$ cat src/rtl/microwave_cook_sequencer.sv
// rtl/microwave_cook_sequencer.sv - keypad-set BCD countdown cooking controller
module microwave_cook_sequencer #(
    parameter int unsigned DONE_BEEP_SECS  = 3,
    parameter logic [15:0] QUICK_START_BCD = 16'h0030
) (
    input  logic        in_clock,
    input  logic        in_reset_n,
    input  logic        in_sec_clock,
    input  logic        in_digit_valid,
    input  logic [3:0]  in_digit,
    input  logic        in_start,
    input  logic        in_stop,
    input  logic        in_door_closed,
    output logic [15:0] out_time,
    output logic        out_magnetron_on,
    output logic        out_done,
    output logic [2:0]  out_state
);

    typedef enum logic [2:0] {
        S_IDLE    = 3'd0,
        S_ENTRY   = 3'd1,
        S_COOKING = 3'd2,
        S_PAUSED  = 3'd3,
        S_DONE    = 3'd4
    } state_t;

    localparam logic [3:0] BEEP_LAST = 4'(DONE_BEEP_SECS);

    state_t      state, state_nx;
    logic [15:0] time_q, time_nx, time_dec, digit_base;
    logic        done_q, done_nx;
    logic [3:0]  beep_q, beep_nx;
    logic        sec_prev;
    logic        tick;
    logic        start_ok;
    logic        digit_ok;

    assign tick = in_sec_clock & ~sec_prev;

    // Start is honoured from IDLE (quick start) or from ENTRY/PAUSED with a nonzero setpoint
    assign start_ok = in_start && in_door_closed &&
                      ((state == S_IDLE) ||
                       (((state == S_ENTRY) || (state == S_PAUSED)) && (time_q != 16'h0000)));

    assign digit_ok = in_digit_valid && (in_digit <= 4'd9) &&
                      ((state == S_IDLE) || (state == S_ENTRY) || (state == S_DONE));

    // A digit typed over a finished cycle starts a fresh setpoint
    assign digit_base = (state == S_DONE) ? 16'h0000 : time_q;

    // One-second BCD decrement; seconds tens wrap to 5 so entries like 0:90 still count down sanely
    always_comb begin
        time_dec = time_q;
        if (time_q[3:0] != 4'd0) begin
            time_dec[3:0] = time_q[3:0] - 4'd1;
        end else begin
            time_dec[3:0] = 4'd9;
            if (time_q[7:4] != 4'd0) begin
                time_dec[7:4] = time_q[7:4] - 4'd1;
            end else begin
                time_dec[7:4] = 4'd5;
                if (time_q[11:8] != 4'd0) begin
                    time_dec[11:8] = time_q[11:8] - 4'd1;
                end else begin
                    time_dec[11:8]  = 4'd9;
                    time_dec[15:12] = time_q[15:12] - 4'd1;
                end
            end
        end
    end

    // Next-state: one event per cycle in order stop, door open, start, tick, digit
    always_comb begin
        state_nx = state;
        time_nx  = time_q;
        done_nx  = done_q;
        beep_nx  = beep_q;
        if (in_stop) begin
            if (state == S_COOKING) begin
                state_nx = S_PAUSED;
            end else if (state != S_IDLE) begin
                state_nx = S_IDLE;
                time_nx  = 16'h0000;
                done_nx  = 1'b0;
                beep_nx  = 4'd0;
            end
        end else if ((state == S_COOKING) && !in_door_closed) begin
            state_nx = S_PAUSED;
        end else if (start_ok) begin
            state_nx = S_COOKING;
            if (state == S_IDLE) begin
                time_nx = QUICK_START_BCD;
            end
        end else if (tick && (state == S_COOKING)) begin
            time_nx = time_dec;
            if (time_dec == 16'h0000) begin
                state_nx = S_DONE;
                done_nx  = 1'b1;
                beep_nx  = 4'd0;
            end
        end else if (tick && (state == S_DONE)) begin
            if (4'(beep_q + 4'd1) >= BEEP_LAST) begin
                state_nx = S_IDLE;
                done_nx  = 1'b0;
                beep_nx  = 4'd0;
            end else begin
                beep_nx = beep_q + 4'd1;
            end
        end else if (digit_ok) begin
            state_nx = S_ENTRY;
            time_nx  = {digit_base[11:0], in_digit};
            done_nx  = 1'b0;
            beep_nx  = 4'd0;
        end
    end

    // State registers; sec_prev resets high so a seconds clock already high is not a tick
    always_ff @(posedge in_clock or negedge in_reset_n) begin
        if (!in_reset_n) begin
            state    <= S_IDLE;
            time_q   <= 16'h0000;
            done_q   <= 1'b0;
            beep_q   <= 4'd0;
            sec_prev <= 1'b1;
        end else begin
            state    <= state_nx;
            time_q   <= time_nx;
            done_q   <= done_nx;
            beep_q   <= beep_nx;
            sec_prev <= in_sec_clock;
        end
    end

    assign out_time         = time_q;
    assign out_done         = done_q;
    assign out_state        = state;
    assign out_magnetron_on = (state == S_COOKING) && in_door_closed;

endmodule

$ cat config.mk
export PLATFORM = sky130hd
export DESIGN_NAME = microwave_cook_sequencer
export DESIGN_NICKNAME = d
export VERILOG_FILES = /design/src/rtl/microwave_cook_sequencer.sv
export SDC_FILE = /design/constraint.sdc
export NUM_CORES = 1
export LEC_CHECK = 0
export ABC_AREA = 0
export BUFFER_PORTS_ARGS = -buffer_cell sky130_fd_sc_hd__buf_4
export CORE_UTILIZATION = 60
export DETAILED_ROUTE_END_ITERATION = 10
export GPL_TIMING_DRIVEN = 0
export PLACE_DENSITY = 0.84
export SETUP_SLACK_MARGIN = 0.02
export SYNTH_ARGS = -nofsm -noshare
export SYNTH_HDL_FRONTEND = slang
export SYNTH_SLANG_ARGS = --single-unit
$ cat constraint.sdc
create_clock -name in_clock -period 4.85 [get_ports in_clock]
set_input_delay 0.485 -clock in_clock [delete_from_list [all_inputs] [get_ports in_clock]]
set_output_delay 0.485 -clock in_clock [all_outputs]
set_load 0.01 [all_outputs]
# Yosys cells after proc, flatten, opt, wreduce, memory -nomap -nowiden
# Index checks and enable logic that the tools add are counted.
dict set report totals {
  ff_bits 25
  elab_cells 103
  out_inout_bits 21
}
dict set report op_classes {
  n_eq_ne 15
  n_lt_le_gt_ge 2
  bitwise_logic 2
  reduce_logical 28
  n_mux 46
  addsub 5
}
# cell count
set ops {}
lappend ops {{16-bit two-way mux} 9}
lappend ops {{4-bit two-way mux} 14}
lappend ops {{3-bit two-way mux} 10}
lappend ops {{12-bit two-way mux} 2}
lappend ops {{4-bit nonzero test} 5}
lappend ops {{16-bit logical NOT} 1}
lappend ops {{16-bit nonzero test} 1}
lappend ops {{4-bit by 1-bit subtractor with 4-bit output, second input constant} 4}
lappend ops {{6-bit AND reduction} 2}
lappend ops {{1-bit two-way mux} 10}
lappend ops {{1-bit logical AND} 9}
lappend ops {{8-bit two-way mux} 1}
lappend ops {{7-bit AND reduction} 1}
lappend ops {{3-bit by 2-bit equality test with 1-bit output, second input constant} 2}
lappend ops {{2-bit inequality test, second input constant} 3}
lappend ops {{3-bit by 2-bit inequality test with 1-bit output, second input constant} 2}
lappend ops {{6-bit by 5-bit inequality test with 1-bit output, second input constant} 1}
lappend ops {{6-bit nonzero test} 1}
lappend ops {{5-bit by 4-bit inequality test with 1-bit output, second input constant} 1}
lappend ops {{4-bit by 1-bit adder with 4-bit output, second input constant} 1}
lappend ops {{4-bit by 2-bit greater-or-equal comparator with 1-bit output, second input constant} 1}
lappend ops {{4-bit less-or-equal comparator, second input constant} 1}
lappend ops {{1-bit logical OR} 4}
lappend ops {{4-bit by 3-bit inequality test with 1-bit output, second input constant} 1}
lappend ops {{other kinds (11)} 11}

# Longest topological paths before layout
dict set report depth {
  ltp_word 10
  mapped_depth 9
}

# Least setup slack after synthesis
# OpenSTA, ideal clock, no wires.
dict set report synth_timing {
  path_type {register to register}
  start {reg time_q[12] (netlist: out_time[12])}
  end {reg state[1] (netlist: out_state[1])}
  required_ps 4726
  t_arrival_ps 2218
  path_slack_ps 2508
  setup_time_ps 124
  stages_incl_launch_ff 9
  period_less_slack_ps 2342
  cell_sequence {dfrtp_1 inv_1 ha_1 or3_1 a311o_2 o221a_1 a2111oi_4 o21ai_2 a211o_1}
}
dict set report synth_between {
  elab_chain_cells 7
  elab_cells_between_ends 16
  classes_between {add/sub: 1; eq/ne: 2; mux: 6; reduce/logical: 7}
}
# item line
set synth_rtl {}
lappend synth_rtl {{start: declaration} 31} ;# logic [15:0] time_q, time_nx, time_dec, digit_base;
lappend synth_rtl {{start signal: assignment} 128} ;# time_q <= time_nx;
lappend synth_rtl {{4-bit by 1-bit subtractor with 4-bit output or 16-bit nonzero test (tied branches)} {67, 44}}
lappend synth_rtl {{4-bit two-way mux or 1-bit logical AND (tied branches)} {63, 44}}
lappend synth_rtl {{8-bit two-way mux or 1-bit logical OR (tied branches)} {59, 43}}
lappend synth_rtl {{12-bit two-way mux or 1-bit logical AND (tied branches)} {55, 42}}
lappend synth_rtl {{16-bit logical NOT or 3-bit two-way mux (tied branches)} {97, 90}}
lappend synth_rtl {{5-bit by 4-bit inequality test with 1-bit output (no line) or 3-bit two-way mux (tied branches)} n/a}
lappend synth_rtl {{4-bit AND reduction (no line) or 3-bit two-way mux (tied branches)} n/a}
lappend synth_rtl {{end signal: assignment} 127} ;# state <= state_nx;
lappend synth_rtl {{end: declaration} 30} ;# state_t state, state_nx;
# Parallel ways exist; a longest one is shown, timed or not.
# A chain may end at the register's enable or synchronous reset.

# Final worst setup path
# Same ends and word-level chain as after synthesis.

==> results.cfg <==
[setup_path]
cp_num_buf_inv = 1
rr_startpoint = out_time[12]
r2r_slack_ns = 2.30
critPathSlowestCell = dfrtp_1
rr_endpoint = out_state[1]
path_max_fanout = 4
crit_path_end = out_state[1]
slowest_delay_ns = 0.44
critPathRequiredTime_ns = 5.08
r2r_cells = 8
arrival_ns = 2.78
crit_path_cell_trace = inv_1 -> ha_1 -> or3_1 -> a311o_2 -> o221a_1 -> a2111oi_4 -> o21ai_2 -> a211o_1
critPathLaunchType = register
cpLargestDelayFamily = compound AO/OA/AOI/OAI gates
endpoint_kind = register
crit_cells = 8
crit_start = out_time[12]
path_class = register to register

[routing]
post_drt_wl_per_cell_um = 16.28
drtIter0Drc = 185
routed_via_density = 6.272
via_count = 1913
ant_nets = 0
drc_errors = 0
routed_wl_um = 4965
dr.pass1.iters = 5

[yosys]
netlist_instances = 227
ys_types = 57
syn-num-nets = 242
netlist_area_sq_mm = 0.001941
ys_warn_count = 0
synth_seq_cells = 25
async_flop_share = 1.000
yosysSeqAreaShare = 0.3230
ys.flop_type = dfrtp_1
synth_edf_count = 0
avgSynthCellArea_sq_um = 8.549

[placed_design]
dpl_cell_area_sq_mm = 0.002221
gp_congestion = 0.9613
hpwl_um = 3526
port_buffers = 30

[clock_network]
cts_root_buf = clkbuf_4
clk_pin_slew_worst_paths_ns = 0.14
ctsHoldBuffers = 0
clock-sinks = 25
numCtsBuffers = 3
clkLatencyLatePin_ns = 0.33
cts_resized = 0
cts_tree = yes
htreeDepth = 1
postCtsSetupBuffers = 0
clock_tree.buffer_depth = 2

[grt]
grt_max_degree = 26
grt_usage = 0.3115
grt_pass1_vias = 1749
grt_pass1_wl_um = 8114
gr-total-overflow = 0
antenna_found_initial = 0

[timing]
setup_viol = 0
fin_crit_ns = 2.551
hold_viol = 0
rsz0062_at_grt = false
slew_headroom = 0.5253
skew_ns = 0.003419
drv_slew = 0
finalSetupTns_ns = 0
hold_slack_ns = 0.03061
worst_pin_slew_ns = 0.7095
min_period_over_period = 0.5259
timing.fmax_mhz = 392.1

[floorplan]
die_area_sq_mm = 0.003466
core_sq_mm = 0.003053
start_util = 0.6357
die_y_um = 58.87
die_w_um = 58.87
fp-row-count = 20
io_pins = 32

[finish]
area_growth_pct = 15.86
fin_nets = 277
diodes = 0
final_area_sq_mm = 0.002248
drive_gt1_frac = 0.2337

[run]
cap_violations = 0

[pwr]
power_density_mw_per_mm2 = 524.3
ir_drop_mv = 0.2388
p_leak_uw = 0.001016

[run_status]
outcome = finished clean

[hold_path]
holdCritPathClass = input pin to async pin
metal layers:
layer / vias to the layer above / part of all wire / GRT usage
met5: - / 0 / 0
met4: 0 / 0.015 / 0.1293
met3: 7 / 0.075 / 0.02198
met2: 92 / 0.49 / 0.5276
met1: 894 / 0.42 / 0.4111
li1: 920 / - / -
per-stage QoR:
stage | utilization | instances | power (uW) | setup WS [ns]
CTS | 0.7365 | 305 | 1169 | 2.319
global route | 0.7365 | 305 | 1262 | 2.163
finish | 0.7365 | 305 | 1179 | 2.299
global placement | 0.7275 | 301 | 1062 | 2.361
detailed placement | 0.7275 | 301 | 1072 | 2.342
floorplan | - | 227 | 874.0 | 2.508
kinds of logic after synthesis:
kind of cell	after synthesis	synth area share
adders and majority gates	4	0.02579
buffers and inverters	23	0.07415
xor gates and xnor gates	4	0.01805
AOI/OAI and AO/OA	72	0.2560
muxes	5	0.02643
DFF	25	0.3230
and+or+nand+nor	94	0.2766
where the power goes:
group          switching, uW  internal [uW]
sequential              72.1            249
combinational            427            333
clock                   66.8           31.0
total                    566            613
final cells by class:
class	count	area (sq um)
Tap cell	44	55.05
Clock buffer	3	22.52
Fill cell	255	804.5
Buffer	13	106.4
Inverter	10	37.54
Timing Repair Buffer	30	225.2
Sequential cell	25	626.9
Clock inverter	1	5.005
Multi-Input combinational cell	179	1170
cell usage after synthesis, types with 5 or more instances:
| library cell | number | area share |
|---|---|---|
| dfrtp_1 | 24 | 0.31 |
| nand2_1 | 24 | 0.046 |
| nor2_1 | 18 | 0.035 |
| o21ai_0 | 17 | 0.044 |
| a21oi_1 | 14 | 0.036 |
| a31oi_1 | 10 | 0.032 |
| inv_1 | 10 | 0.019 |
| nor3_1 | 10 | 0.026 |
| nand3_1 | 9 | 0.023 |
| o31ai_1 | 7 | 0.027 |
| nor2b_1 | 5 | 0.016 |
registers in the layout, summed over array words and instances (netlist names):
register and flops:
out_state 3, out_done 1, beep_q 4, out_time 16, sec_prev 1
worst min-delay path by stage:
stage	start	end	depth (start not counted)
floorplan	in_reset_n	beep_q[0]	0
global placement	in_reset_n	out_time[7]	1
detailed placement	in_reset_n	out_time[2]	1
CTS	in_reset_n	out_time[2]	1
global route	in_reset_n	out_time[6]	1
finish	in_reset_n	out_time[7]	1
cell usage in the layout (no fill, tap or decap), types with 4 or more instances in the layout:
master / n
nor2b_1: 5
nor2_1: 18
o22ai_1: 4
xor2_1: 4
nor3_1: 10
buf_6: 4
inv_1: 10
o31ai_1: 7
a31oi_1: 10
mux2i_1: 4
o21ai_0: 17
nor4_1: 4
buf_4: 31
nand3_1: 9
ha_1: 4
dfrtp_1: 24
nand2_1: 24
a21oi_1: 14
worst reg2reg max path, delay by kind of cell, from the launching register on:
family	cells	cell delay [ns]
simple gates	1	0.32
buf+inv	1	0.11
fa+ha+maj	1	0.25
compound gates	5	1.34
flops	1	0.44
(Power assumes the default switching activity.)
